### src/rtl/demux_stream_pkg.sv
// demux_stream_pkg: shared constants and FIFO state encoding for demux_stream (counters enabled by DEMUX_CNT_EN)
package demux_stream_pkg;

    localparam int DEMUX_CNT_W = 16;

    typedef enum logic [1:0] {
        EMPTY = 2'd0,
        ONE   = 2'd1,
        TWO   = 2'd2
    } fifo_state_t;

    localparam logic SEL_OUT0 = 1'b1;
    localparam logic SEL_OUT1 = 1'b0;

endpackage

### src/rtl/demux_stream_fifo2.sv
// demux_fifo2: 2-entry FIFO; rdata is the head register so there is no path from wdata to rdata
module demux_fifo2
    import demux_stream_pkg::*;
#(
    parameter int WIDTH = 8
) (
    input  logic             clk,
    input  logic             reset,
    input  logic             push,
    input  logic             pop,
    input  logic [WIDTH-1:0] wdata,
    output logic             valid,
    output logic             full,
    output logic [WIDTH-1:0] rdata
);

    fifo_state_t state;
    logic [WIDTH-1:0] tail;

    assign valid = state != EMPTY;
    assign full  = state == TWO;

    always_ff @(posedge clk) begin
        if (reset) begin
            state <= EMPTY;
            rdata <= '0;
            tail  <= '0;
        end else begin
            case (state)
                EMPTY: if (push) begin
                    rdata <= wdata;
                    state <= ONE;
                end
                ONE: if (push && pop) begin
                    rdata <= wdata;
                end else if (push) begin
                    tail  <= wdata;
                    state <= TWO;
                end else if (pop) begin
                    state <= EMPTY;
                end
                TWO: if (pop) begin
                    rdata <= tail;
                    state <= ONE;
                end
                default: state <= EMPTY;
            endcase
        end
    end

endmodule

### src/rtl/demux_stream.sv
// demux_stream: 1-to-2 stream demultiplexer with a 2-entry FIFO per output; DEMUX_CNT_EN adds cnt0/cnt1
module demux_stream
    import demux_stream_pkg::*;
#(
    parameter int WIDTH = 8
) (
    input  logic                   clk,
    input  logic                   reset,
`ifdef DEMUX_CNT_EN
    output logic [DEMUX_CNT_W-1:0] cnt0,
    output logic [DEMUX_CNT_W-1:0] cnt1,
`endif
    input  logic [WIDTH-1:0]       in_data,
    input  logic                   in_valid,
    input  logic                   in_sel,
    output logic                   in_ready,
    output logic [WIDTH-1:0]       out0_data,
    output logic                   out0_valid,
    input  logic                   out0_ready,
    output logic [WIDTH-1:0]       out1_data,
    output logic                   out1_valid,
    input  logic                   out1_ready
);

    logic full0, full1, push0, push1, pop0, pop1;

    assign in_ready = !reset && !(in_sel == SEL_OUT0 ? full0 : full1);
    assign push0    = in_valid && in_ready && in_sel == SEL_OUT0;
    assign push1    = in_valid && in_ready && in_sel == SEL_OUT1;
    assign pop0     = out0_valid && out0_ready;
    assign pop1     = out1_valid && out1_ready;

    demux_fifo2 #(.WIDTH(WIDTH)) u_fifo0 (
        .clk   (clk),
        .reset (reset),
        .push  (push0),
        .pop   (pop0),
        .wdata (in_data),
        .valid (out0_valid),
        .full  (full0),
        .rdata (out0_data)
    );

    demux_fifo2 #(.WIDTH(WIDTH)) u_fifo1 (
        .clk   (clk),
        .reset (reset),
        .push  (push1),
        .pop   (pop1),
        .wdata (in_data),
        .valid (out1_valid),
        .full  (full1),
        .rdata (out1_data)
    );

`ifdef DEMUX_CNT_EN
    always_ff @(posedge clk) begin
        if (reset) begin
            cnt0 <= '0;
            cnt1 <= '0;
        end else begin
            cnt0 <= cnt0 + DEMUX_CNT_W'(pop0);
            cnt1 <= cnt1 + DEMUX_CNT_W'(pop1);
        end
    end
`endif

endmodule

### config.mk
export PLATFORM = sky130hd
export DESIGN_NAME = demux_stream
export DESIGN_NICKNAME = d
export VERILOG_FILES = /design/src/rtl/demux_stream_pkg.sv /design/src/rtl/demux_stream_fifo2.sv /design/src/rtl/demux_stream.sv
export SDC_FILE = /design/constraint.sdc
export NUM_CORES = 1
export LEC_CHECK = 0
export CAP_MARGIN = 20
export CORE_ASPECT_RATIO = 1.4
export CORE_MARGIN = 2
export CORE_UTILIZATION = 56
export CTS_BUF_LIST = sky130_fd_sc_hd__clkbuf_4 sky130_fd_sc_hd__clkbuf_8 sky130_fd_sc_hd__clkbuf_16
export DETAILED_ROUTE_END_ITERATION = 16
export GPL_TIMING_DRIVEN = 0
export PLACE_DENSITY = 0.93
export SYNTH_ARGS = -nofsm -noshare
export SYNTH_HDL_FRONTEND = slang
export SYNTH_HIERARCHICAL = 1
export SYNTH_SLANG_ARGS = --single-unit
export TNS_END_PERCENT = 1
### constraint.sdc
create_clock -name clk -period 3.83 [get_ports clk]
set_input_delay 0.766 -clock clk [delete_from_list [all_inputs] [get_ports clk]]
set_output_delay 0.766 -clock clk [all_outputs]
set_load 0.02 [all_outputs]
==> results of run 1 <==
per-layer routing:
| layer | vias up | part of all wire |
|---|---|---|
| met4 | 0 | 0.017 |
| met1 | 680 | 0.40 |
| li1 | 756 | - |
| met5 | - | 0 |
| met2 | 35 | 0.54 |
| met3 | 7 | 0.039 |
through the flow:
step,cells,setup WS (ps)
floorplan,189,1690
global placement,260,928
detailed placement,260,905
CTS,268,916
global route,268,860
finish,268,925
flip-flops by register name, indices dropped and copies added (netlist names):
name	cells
u_fifo1/tail	8
u_fifo0/state	2
u_fifo1/state	2
u_fifo1/rdata	8
u_fifo0/rdata	8
u_fifo0/tail	8
cells in the final DEF, fill, tap and decap left out, drive strengths merged, types with 2 or more instances in the layout:
master / Yosys / final
o21a: 2 / 2
clkdlybuf4s50: 0 / 32
mux2i: 16 / 16
and3b: 2 / 2
nor2: 2 / 2
nand2b: 5 / 5
nand2: 34 / 34
clkbuf: 6 / 13
dfxtp: 36 / 36
o21bai: 2 / 2
and2: 4 / 4
nor4bb: 2 / 2
nand4bb: 2 / 2
buf: 10 / 10
a21oi: 18 / 18
a21o: 4 / 4
inv: 2 / 2
or3b: 2 / 2
or2: 2 / 2
nor2b: 3 / 3
a211oi: 33 / 33
final cells by class:
cell class	count	area (um^2)	area share
plain buffers	16	95.1	0.0418
clock buffers	7	83.8	0.0368
clock inverters	1	8.76	0.00385
inverters	2	7.51	0.00330
multi-input cells	135	991	0.435
flip-flops and latches	36	721	0.317
well taps	39	48.8	0.0214
repair buffers	32	320	0.141
tightest hold or removal path, stage by stage (launching register included):
cell and delay [ps]:
dfxtp_1 310, nand2_1 50, a21oi_1 50
synthesized netlist by cell type:
library cell,number
clkbuf_1,2
and2_1,4
buf_2,6
nand2b_4,1
buf_4,2
nor3_1,1
inv_1,2
a21o_1,2
a211oi_2,16
nand2b_2,2
nor2b_1,3
nand2_1,34
clkbuf_2,4
o21bai_2,2
nor3b_2,1
nor4bb_1,2
mux2i_1,16
nand2b_1,2
o21a_1,2
and3b_1,2
nor2_1,2
nand4bb_1,2
or2_2,2
buf_6,2
a21oi_1,18
dfxtp_1,36
a211oi_1,17
or3b_1,2
a21o_4,2
power groups by stage:
stage	logic (mW)	registers (mW)	clock network [mW]
after global routing	0.138	0.397	0.301
final	0.129	0.395	0.276
after global placement	0.126	0.403	0
after floorplan	0.0657	0.414	0
after detailed placement	0.128	0.404	0
after CTS	0.130	0.395	0.281
how the worst max path moves through the flow:
stage | endpoint | slack, ps | cells after the start
6_report | in_ready | 920 | 4
5_1_grt | in_ready | 860 | 4
4_1_cts | in_ready | 920 | 4
3_5_place_dp | in_ready | 900 | 4
3_3_place_gp | in_ready | 930 | 3
2_1_floorplan | in_ready | 1690 | 5
cell families (layout without fill, tap and decap cells):
group,count (synthesis),in the layout,synth area share
buffers and inverters,18,58,0.0566
multiplexers,16,16,0.0883
flip-flops,36,36,0.397
AND/OR/NAND/NOR,60,60,0.182
AO/OA/AOI/OAI,59,59,0.276
==> flow_summary_export.csv, run 1 <==
group,metric,value,unit
synthesis,ys_seq_elements,36,
timing,fmax,0.344,GHz
worst_hold_path,min_path_cells,2,
global_route,overflow,0,
worst_setup_path,cp-startpoint,"in_sel",
power_and_ir_drop,clkPwrFrac,0.345,
layout,syn_to_final_growth,25.4,%
timing,whs,456,ps
timing,finalHoldViolCount,0,
worst_setup_path,end_kind,"output pin",
power_and_ir_drop,pwr-share-seq,0.494,
timing,finalSetupViolations,0,
layout,final_nets,242,
layout,utilization,0.736,
synthesis,synth_top_area_cell,"dfxtp_1",
timing,timing.final.crit_period,2910,ps
worst_setup_path,rrSetupSlack,1750,ps
floorplan,die-height,71.3,um
layout,drive_above_1_share,0.210,
global_route,use_met3,0.0500,
clock_tree,cts_made_buffers,5,
layout,num_antenna_cells,0,
detailed_routing,drc,0,
clock_tree,clk-insertion-delay-late,280,ps
power_and_ir_drop,p_comb_frac,0.161,
clock_tree,cts_repair_resize_count,0,
worst_setup_path,worstSetupPathType,"in -> out",
worst_hold_path,min_to,"u_fifo1/tail[4]$_SDFFE_PP0P_",
worst_setup_path,crit_path_max_fanout,4,
clock_tree,post_cts_buffers,0,
worst_setup_path,crit_path_cell_trace,"clkdlybuf4s50_1, nor2b_1, a211oi_1, clkdlybuf4s50_1",
detailed_routing,drtIter0Drc,40,
power_and_ir_drop,report.power.total,800,uW
synthesis,synthTopCellsByArea,"dfxtp_1 40%, a211oi_2 11%, mux2i_1 8.8%",
global_route,first_global_vias,1448,
clock_tree,clockBufferDepth,2,
placement,dp_hpwl,2690,um
worst_setup_path,startpoint_type,"input pin",
clock_tree,path_clk_slew,70,ps
power_and_ir_drop,p_sw,205,uW
floorplan,dieArea,3720,um^2
clock_tree,cts.sinks,36,
worst_setup_path,r2r-start,"u_fifo1/state[0]$_SDFFE_PP0P_",
outcome,status,"finished, final reports clean",
synthesis,syn_inst,189,
detailed_routing,detail_route.first_pass.iterations,4,
synthesis,synth_top_area_share,0.397,
power_and_ir_drop,powerDensity,352,nW/um^2
worst_setup_path,slowest_stage,"clkdlybuf4s50_1",
synthesis,ys_warn_count,6,
placement,numPortBuffers,32,
layout,fin_area,2280,um^2
clock_tree,cts_tree,"yes",
clock_tree,htreeDepth,2,
floorplan,core,3090,um^2
global_route,top_usage_layer,"met2",
worst_setup_path,crit_required,3060,ps
detailed_routing,via_per_inst,5.51,
synthesis,syn_avg_cell_area,9.60,um^2
timing,post-route-period-util,0.759,
global_route,grt_max_degree,12,
worst_setup_path,worst_path_most_repeated_cell,"clkdlybuf4s50_1",
timing,slew_violations,0,
timing,max_slew.worst_pin.slew,449,ps
power_and_ir_drop,leakage,0.897,nW
power_and_ir_drop,sw_frac_of_total,0.257,
floorplan,start_util,0.587,
global_route,antenna_found_initial,0,
timing,slew_headroom,0.701,
placement,place_congestion,0.760,
global_route,gr-usage-met2,0.408,
flow_run,drv_cap,0,
detailed_routing,wl,3740,um
placement,place_area,2180,um^2
synthesis,yosysSeqAreaShare,0.397,
global_route,grt_pass1_wl,6370,um
global_route,met1_usage,0.244,
timing,fin_tns_setup,0,ps
worst_hold_path,hp-class,"reg -> reg",
synthesis,syn_nets,203,
detailed_routing,ant_nets,0,
floorplan,die_w,52.1,um
power_and_ir_drop,p_int,595,uW
worst_setup_path,r2r_end,"u_fifo1/tail[5]$_SDFFE_PP0P_",
worst_setup_path,cp.arrival,2140,ps
clock_tree,hold_buffers,0,
worst_setup_path,r2r_cells,8,
worst_hold_path,min_from,"u_fifo1/tail[4]$_SDFFE_PP0P_",
detailed_routing,vias,1478,
clock_tree,cts_root_buf,"clkbuf_8",
layout,nFillCells,214,
worst_setup_path,cpPeakStageDelay,640,ps
worst_setup_path,path_delay_family,"buffers and inverters",
floorplan,fp-row-count,24,
synthesis,ys_types,29,
worst_setup_path,critPathBufInv,2,
global_route,track_usage,0.227,
detailed_routing,wl_per_cell,14.0,um
power_and_ir_drop,irDropWorstVdd,0.269,mV
timing,rsz0062_at_grt,"no",
timing,clock_skew,3.48,ps
synthesis,syn_area,1810,um^2
floorplan,ios,33,
(Power assumes the default switching activity.)
==> run 2, diff against run 1 <==
--- a/config.mk
+++ b/config.mk
@@ -8,11 +8,11 @@
 export CAP_MARGIN = 20
 export CORE_ASPECT_RATIO = 1.4
 export CORE_MARGIN = 2
-export CORE_UTILIZATION = 56
+export CORE_UTILIZATION = 47
 export CTS_BUF_LIST = sky130_fd_sc_hd__clkbuf_4 sky130_fd_sc_hd__clkbuf_8 sky130_fd_sc_hd__clkbuf_16
 export DETAILED_ROUTE_END_ITERATION = 16
 export GPL_TIMING_DRIVEN = 0
-export PLACE_DENSITY = 0.93
+export PLACE_DENSITY = 0.85
 export SYNTH_ARGS = -nofsm -noshare
 export SYNTH_HDL_FRONTEND = slang
 export SYNTH_HIERARCHICAL = 1
==> constraint.sdc (replaced) <==
create_clock -name clk -period 2.6 [get_ports clk]
set_input_delay 0.52 -clock clk [delete_from_list [all_inputs] [get_ports clk]]
set_output_delay 0.52 -clock clk [all_outputs]
set_load 0.02 [all_outputs]
==> flow_summary_export.csv, run 2 (synthesis results as in run 1) <==
group,metric,value,unit
outcome,status,"finished, final reports clean",
detailed_routing,ant_nets,0,
floorplan,die_w,56.5,um
floorplan,dieArea,4380,um^2
floorplan,fp-row-count,26,
detailed_routing,vias,1432,
worst_setup_path,crit_path_max_fanout,10,
detailed_routing,via_per_inst,5.28,
worst_setup_path,path_delay_family,"buffers and inverters",
worst_setup_path,critPathBufInv,3,
layout,final_nets,242,
power_and_ir_drop,report.power.total,1.19,mW
power_and_ir_drop,leakage,0.909,nW
worst_setup_path,r2r_cells,8,
timing,fin_tns_setup,0,ps
floorplan,start_util,0.494,
power_and_ir_drop,powerDensity,519,nW/um^2
clock_tree,cts.sinks,36,
worst_setup_path,end_kind,"output pin",
timing,fmax,0.465,GHz
flow_run,drv_cap,0,
floorplan,die-height,77.5,um
worst_setup_path,cp.arrival,1630,ps
timing,whs,455,ps
detailed_routing,wl,3440,um
placement,place_congestion,0.777,
global_route,antenna_found_initial,0,
layout,drive_above_1_share,0.210,
worst_setup_path,slowest_stage,"dfxtp_1",
global_route,grt_max_degree,11,
global_route,first_global_vias,1349,
worst_setup_path,worstSetupPathType,"reg -> out",
detailed_routing,drtIter0Drc,9,
layout,final_cell_mix,"36 x dfxtp_1, 34 x nand2_1, 31 x clkdlybuf4s50_1, 18 x a21oi_1, 17 x a211oi_1",
timing,slew_headroom,0.698,
placement,numPortBuffers,32,
clock_tree,clk-insertion-delay-late,280,ps
floorplan,core,3680,um^2
worst_setup_path,crit_path_cell_trace,"nand2b_2, buf_4, inv_1, nor2b_1, a211oi_1, dlymetal6s2s_1",
timing,finalHoldViolCount,0,
timing,timing.final.crit_period,2150,ps
timing,finalSetupViolations,0,
timing,clock_skew,3.63,ps
power_and_ir_drop,irDropWorstVdd,0.449,mV
clock_tree,path_clk_slew,70,ps
placement,dp_hpwl,2540,um
global_route,grt_pass1_wl,5780,um
layout,final_common_cell,"dfxtp_1",
worst_setup_path,startpoint_type,"register",
timing,rsz0062_at_grt,"no",
clock_tree,cts_made_buffers,5,
layout,syn_to_final_growth,26.1,%
worst_setup_path,crit_required,2080,ps
worst_hold_path,hp-class,"reg -> reg",
layout,num_antenna_cells,0,
timing,post-route-period-util,0.827,
floorplan,ios,33,
clock_tree,cts_tree,"yes",
timing,slew_violations,0,
layout,nFillCells,319,
detailed_routing,wl_per_cell,12.7,um
worst_setup_path,path_depth,6,
worst_setup_path,cpPeakStageDelay,420,ps
clock_tree,clockBufferDepth,2,
clock_tree,htreeDepth,2,
layout,utilization,0.622,
clock_tree,cts_root_buf,"clkbuf_8",
global_route,overflow,0,
timing,max_slew.worst_pin.slew,450,ps
worst_hold_path,min_path_cells,2,
global_route,track_usage,0.159,
detailed_routing,drc,0,
detailed_routing,detail_route.first_pass.iterations,6,
[run 2: changes by cell type in the layout (fill, tap and decap cells not counted), sizes merged]
cell and delta:
dlymetal6s2s +1, clkdlybuf4s50 -1, clkinv -1, clkbuf +1
[run 2: area by class of cell]
type                            count  area (um^2)  share of cell area
Clock buffer                        8         97.6              0.0427
Buffer                             16         95.1              0.0416
Timing Repair Buffer               32          323               0.141
Tap cell                           42         52.6              0.0230
Multi-Input combinational cell    135          991               0.433
Sequential cell                    36          721               0.315
Inverter                            2         7.51             0.00328
[run 2: metrics by stage]
step	instance area, um^2	setup slack [ps]	std cells
global placement	2190	173	263
finish	2290	451	271
CTS	2280	16.8	271
detailed placement	2190	179	263
floorplan	1810	710	189
global route	2290	297	271
[run 2: where the power goes]
part           internal [mW]  leakage (nW)  switching (mW)
Combinational         0.0943         0.564          0.0938
Sequential             0.570         0.292          0.0119
Clock                  0.237        0.0523           0.180
Total                  0.901         0.909           0.286
[run 2: repair_timing]
| action | in CTS | in global routing |
|---|---|---|
| endpoints found under the setup margin | 0 | 1 |
| hold buffers | 0 | 0 |
| buffers inserted | 0 | 0 |
| gates resized for setup | 0 | 1 |
[run 2: routing by layer]
metal / GRT usage / wire length [um] / up-vias
li1: - / - / 758
met1: 0.167 / 1410 / 636
met2: 0.298 / 1850 / 33
met3: 0.0300 / 137 / 5
met4: 0.0714 / 42 / 0
met5: 0 / 0 / -
[run 2: path summary, 6_finish.rpt]
| kind | start | end | slack, ps |
|---|---|---|---|
| worst min register to register | u_fifo1/tail[0]$_SDFFE_PP0P_ | u_fifo1/tail[0]$_SDFFE_PP0P_ | 460 |
| worst max-delay path | u_fifo1/state[0]$_SDFFE_PP0P_ | in_ready | 450 |
| worst min-delay path | u_fifo1/tail[0]$_SDFFE_PP0P_ | u_fifo1/tail[0]$_SDFFE_PP0P_ | 460 |
| worst max register to register | u_fifo1/state[0]$_SDFFE_PP0P_ | u_fifo1/tail[0]$_SDFFE_PP0P_ | 550 |
[run 2: worst reg2reg max path: cells and delay by family, from the launching register on]
family,cells,cell delay [ps]
AO/OA/AOI/OAI,1,120
buffers and inverters,3,490
flip-flops,1,420
AND/OR/NAND/NOR,4,970
